## src/rtl/cpu_pkg.sv

```systemverilog
// Shared definitions for the single-cycle MIPS core: fetch FSM states,
// opcode constants used by the control decoder, and the default reset PC.
package cpu_pkg;

    typedef enum logic [1:0] {
        IDLE  = 2'd0,
        FETCH = 2'd1,
        VALID = 2'd2
    } fetch_state_e;

    localparam logic [5:0] OP_RTYPE = 6'b000000;
    localparam logic [5:0] OP_J     = 6'b000010;
    localparam logic [5:0] OP_BEQ   = 6'b000100;
    localparam logic [5:0] OP_ADDI  = 6'b001000;
    localparam logic [5:0] OP_LW    = 6'b100011;
    localparam logic [5:0] OP_SW    = 6'b101011;

    localparam logic [31:0] RESET_PC_DEFAULT = 32'h0000_0000;

endpackage

```

## src/rtl/next_pc_sel.sv

```systemverilog
// Next-PC selection: jump beats branch beats sequential. Purely combinational
// so it can be dropped into a pipelined fetch stage unchanged.
module next_pc_sel (
    input  logic [31:0] pc_plus4_i,
    input  logic        branch_i,
    input  logic [31:0] branch_off_i,
    input  logic        jump_i,
    input  logic [25:0] jump_idx_i,
    output logic [31:0] next_pc_o
);

    // Priority select; branch offset is in words, addition wraps mod 2^32.
    always_comb begin
        next_pc_o = pc_plus4_i;
        if (jump_i) begin
            next_pc_o = {pc_plus4_i[31:28], jump_idx_i, 2'b00};
        end else if (branch_i) begin
            next_pc_o = pc_plus4_i + {branch_off_i[29:0], 2'b00};
        end
    end

endmodule

```

## src/rtl/inst_fetch.sv

```systemverilog
// Instruction fetch stage: owns the PC, fetches one word over a req/ack
// handshake, holds it for decode until retire, then advances the PC.
//
// Handshake: imem_req_o is raised with a stable imem_addr_o and stays high
// until a cycle with imem_ack_i=1, at which edge imem_data_i is captured;
// ack may coincide with the first cycle of req. The instruction is then
// presented with inst_valid_o=1 until a cycle with retire_i=1, which consumes
// it. ack outside FETCH and retire outside VALID have no effect.
module inst_fetch
    import cpu_pkg::*;
#(
    parameter logic [31:0] RESET_PC = RESET_PC_DEFAULT
) (
    input  logic         clk_i,
    input  logic         rst_n_i,
    output logic         imem_req_o,
    output logic [31:0]  imem_addr_o,
    input  logic         imem_ack_i,
    input  logic [31:0]  imem_data_i,
    output logic         inst_valid_o,
    output logic [31:0]  inst_o,
    output logic [5:0]   op_o,
    output logic [31:0]  pc_o,
    output logic [31:0]  pc_plus4_o,
    input  logic         retire_i,
    input  logic         branch_i,
    input  logic [31:0]  branch_off_i,
    input  logic         jump_i,
    input  logic [25:0]  jump_idx_i,
    output fetch_state_e dbg_state_o
);

    fetch_state_e state_q, state_d;
    logic [31:0]  pc_q, pc_d;
    logic [31:0]  inst_q, inst_d;
    logic         req_q, req_d;
    logic         valid_q, valid_d;
    logic [31:0]  pc_plus4;
    logic [31:0]  next_pc;

    assign pc_plus4 = pc_q + 32'd4;

    next_pc_sel u_next_pc_sel (
        .pc_plus4_i   (pc_plus4),
        .branch_i     (branch_i),
        .branch_off_i (branch_off_i),
        .jump_i       (jump_i),
        .jump_idx_i   (jump_idx_i),
        .next_pc_o    (next_pc)
    );

    // State register; reset drops req immediately, discarding any response.
    always_ff @(posedge clk_i or negedge rst_n_i) begin
        if (!rst_n_i) begin
            state_q <= IDLE;
            pc_q    <= RESET_PC;
            inst_q  <= 32'h0;
            req_q   <= 1'b0;
            valid_q <= 1'b0;
        end else begin
            state_q <= state_d;
            pc_q    <= pc_d;
            inst_q  <= inst_d;
            req_q   <= req_d;
            valid_q <= valid_d;
        end
    end

    // Next-state logic; req/valid are computed one cycle ahead so the
    // outputs come straight from flops.
    always_comb begin
        state_d = state_q;
        pc_d    = pc_q;
        inst_d  = inst_q;
        req_d   = req_q;
        valid_d = valid_q;
        case (state_q)
            IDLE: begin
                state_d = FETCH;
                req_d   = 1'b1;
            end
            FETCH: begin
                if (imem_ack_i) begin
                    inst_d  = imem_data_i;
                    state_d = VALID;
                    req_d   = 1'b0;
                    valid_d = 1'b1;
                end
            end
            VALID: begin
                if (retire_i) begin
                    pc_d    = next_pc;
                    state_d = FETCH;
                    req_d   = 1'b1;
                    valid_d = 1'b0;
                end
            end
            default: begin
                state_d = IDLE;
                req_d   = 1'b0;
                valid_d = 1'b0;
            end
        endcase
    end

    assign imem_req_o   = req_q;
    assign imem_addr_o  = pc_q;
    assign inst_valid_o = valid_q;
    assign inst_o       = inst_q;
    assign op_o         = inst_q[31:26];
    assign pc_o         = pc_q;
    assign pc_plus4_o   = pc_plus4;
    assign dbg_state_o  = state_q;

endmodule

```

## config.mk

```make
export PLATFORM = sky130hd
export DESIGN_NAME = inst_fetch
export DESIGN_NICKNAME = d
export VERILOG_FILES = /design/src/rtl/cpu_pkg.sv /design/src/rtl/next_pc_sel.sv /design/src/rtl/inst_fetch.sv
export SDC_FILE = /design/constraint.sdc
export NUM_CORES = 1
export LEC_CHECK = 0
export CORE_UTILIZATION = 43
export CTS_CLUSTER_DIAMETER = 40
export DETAILED_ROUTE_END_ITERATION = 8
export PLACE_DENSITY = 0.82
export SKIP_CTS_REPAIR_TIMING = 1
export SYNTH_ARGS = -nofsm -noshare
export SYNTH_HDL_FRONTEND = slang
export SYNTH_SLANG_ARGS = --single-unit
```

## constraint.sdc

```tcl
create_clock -name clk_i -period 4 [get_ports clk_i]
set_input_delay 1 -clock clk_i [delete_from_list [all_inputs] [get_ports clk_i]]
set_output_delay 1 -clock clk_i [all_outputs]
set_load 0.01 [all_outputs]
```

==> results by group <==
Timing
  • Post-route setup slack: 0.104 ns
  • Slew @ Worst Pin: 0.888 ns
  • Setup TNS: 0 ns
  • Final hold viol count: 0
  • Fin crit share: 97.4%
  • Final slew viol count: 0
  • Max Freq: 0.257 GHz
  • Worst Hold Slack: 0.509 ns
  • Rel. slew slack: 40.8%
  • Final setup vio count: 0
  • Tmin final: 3.90 ns
  • Worst Skew: 0.00555 ns

Power
  • PwrDens: 801 nW/um^2
  • Sw frac: 41.8%
  • Clk pwr share: 12.9%
  • Switch Pwr: 2710 uW
  • Max rail drop VDD: 0.458 mV
  • Pint: 3780 uW
  • Combinational Power Share: 66.1%
  • P_leak: 0.00350 uW
  • Sequential power share: 21.0%
  • Pwr Total: 6490 uW

Clock network
  • Sink Count: 65
  • Root buffer cell: clkbuf_16
  • H-tree Lvls: 3
  • Clock buffer depth: 2
  • Worst-Skew Late Latency: 0.34 ns
  • Clock Pin Slew Worst Setup and Hold Paths: 0.06 ns
  • CTS tree: yes
  • Number of CTS-inserted buffers: 9

Floorplanning
  • Core box area: 12100 um^2
  • Die H: 114 um
  • Placement Rows: 40
  • Die Wd: 114 um
  • Initial core utilization: 44.4%
  • Die ar.: 13000 um^2
  • IO Pins: 234

Critical path
  • Largest delay share family, worst path: simple AND/OR/NAND/NOR gates
  • Critical path arrival: 2.90 ns
  • Crit-path max cell delay: 0.63 ns
  • Reg2reg path depth: 16
  • CP Class: register to output pin
  • Reg-to-reg slack, setup: 0.23 ns
  • CP max-delay cell: clkdlybuf4s50_1
  • CP max FO: 5
  • CP Cell Sequence: ha_1 -> nand4_1 -> nor3_2 -> buf_4 -> nand3b_1 -> nor2_2 -> nand2_1 -> xnor2_2 -> clkdlybuf4s50_1
  • Worst Setup End Kind: output pin
  • Worst R2R End: imem_addr_o[31]
  • WP buf/inv: 2
  • CP startpoint kind: register
  • R2R Path Start: imem_addr_o[3]
  • Required @ worst endpoint: 3.00 ns

Place
  • Setup slack at placement: -0.0178 ns
  • Port bufs: 225
  • Placer Congestion: 0.897
  • Post-DP HPWL: 14000 um

Route
  • Vias per cell: 5.42
  • Residual DRC: 0
  • Total Wirelength: 18400 um
  • Vias: 5456
  • DR pass1 iterations: 5
  • Post-route antenna net violation count: 0
  • WL/cell: 18.3 um
  • DRT iter0 DRCs: 315

Logic synthesis
  • Cell area after synthesis: 5380 um^2
  • Yosys cell types: 53
  • Yosys reg bits: 65
  • Post-synthesis cell count: 626
  • Register area share after synthesis: 30.3%
  • Ys flop type: dfrtp_1
  • Share of synthesized flip-flops with an asynchronous set or reset: 100%
  • Warnings, synthesis: 0
  • Post-synth EDFFs: 0
  • Avg Inst Size Synth: 8.59 um^2

Cells and area
  • # diodes: 0
  • Final nets: 967
  • Most frequent cells in the layout: clkdlybuf4s50_1 (220), dfrtp_1 (62), nand2_1 (61)
  • Area of the multi-input gates: 3380 um^2
  • Area Overhead vs Synth: 50.8%
  • Layout fillers: 1012
  • Final core utilization: 66.9%
  • Most common cell after layout, fill and taps aside: clkdlybuf4s50_1
  • Sequential cell area: 1630 um^2
  • Layout cell share with drive strength beyond 1: 13.5%

Global route
  • Antenna violations before repair: 0
  • Vias in the first global route: 5568
  • Pin count of the biggest net entering global routing: 39
  • First-pass GRT wire length: 28900 um
  • Total global-route track usage: 28.8%
  • GR Overflow Total: 0

Hold path
  • Worst Hold Class: register to register
  • Hold_sp: inst_o[9]
  • Hold path depth: 1
  • Hold EP: inst_o[9]

Run status
  • Status: completed

Flow run
  • Max Cap Viol: 0
-- cells by family after synthesis --
family | Yosys count | synth area share, %
AND/OR/NAND/NOR | 178 | 16.0
AO/OA/AOI/OAI | 172 | 19.9
buffers and inverters | 83 | 8.80
flip-flops | 65 | 30.3
XOR/XNOR | 53 | 8.64
adder cells (fa/ha/maj) | 37 | 8.75
multiplexers | 37 | 7.64
other | 1 | 0.0698
-- power by group through the flow --
stage               clock network [uW]  registers (uW)  logic, uW
CTS                                855            1340       4230
finish                             839            1360       4290
global route                       882            1410       4620
floorplan                            0            1440       2290
detailed placement                   0            1350       4190
global placement                     0            1320       4110
-- final cells by class --
type | count | area share [%]
clock buffers | 9 | 2.78
clock inverters | 7 | 1.02
inverters | 16 | 0.741
multi-input cells | 483 | 41.7
flip-flops and latches | 65 | 20.1
well taps | 168 | 2.59
repair buffers | 259 | 31.0
-- registers in the layout (all words and copies together) (netlist names) --
register      flops
inst_o           32
dbg_state_o       1
inst_valid_o      1
imem_req_o        1
imem_addr_o      30
-- layer usage --
metal | routed length, um | GRT usage, %
met5 | 0 | 0
met4 | 438 | 10.2
met3 | 1160 | 4.99
met2 | 9100 | 49.4
met1 | 7740 | 36.4
-- through the flow --
stage,cell area [um^2],cells
floorplan,5390,631
global placement,7660,986
detailed placement,7660,986
CTS,7960,1002
global route,8100,1007
finish,8100,1007
-- worst max path at each step --
stage | startpoint | endpoint | slack [ns] | cells past startpoint
CTS | imem_addr_o[3] | pc_plus4_o[30] | -0.03 | 9
finish | imem_addr_o[3] | pc_plus4_o[30] | 0.10 | 9
floorplan | imem_addr_o[2] | imem_addr_o[30] | 0.15 | 15
detailed placement | branch_off_i[1] | imem_addr_o[23] | -0.02 | 11
global route | imem_addr_o[2] | pc_plus4_o[26] | -0.01 | 9
global placement | branch_off_i[0] | imem_addr_o[30] | 0.05 | 12
-- synthesized netlist by cell type, types with 3 or more instances --
cell / n / area [um^2]
xor2_1: 16 / 140
mux2_2: 32 / 360
buf_4: 43 / 323
o21bai_1: 3 / 22.5
nand3_1: 28 / 140
a31oi_1: 5 / 31.3
o21a_1: 3 / 22.5
clkbuf_1: 23 / 86.3
inv_1: 16 / 60.1
or3_1: 4 / 25.0
nand2b_1: 8 / 50.1
nor3_1: 8 / 40.0
o21ai_0: 53 / 265
o22ai_1: 3 / 18.8
mux2i_1: 5 / 50.1
nand4_1: 7 / 43.8
nor2_1: 33 / 124
ha_1: 36 / 450
nand2_1: 61 / 229
a211o_1: 4 / 35.0
o211ai_1: 6 / 45.0
xnor2_1: 37 / 324
and3_1: 14 / 87.6
or2_2: 3 / 18.8
a21o_1: 18 / 135
a21oi_1: 55 / 275
dfrtp_1: 65 / 1630
a211oi_1: 7 / 52.6
Note: power is estimated with default switching activity, not from simulation.
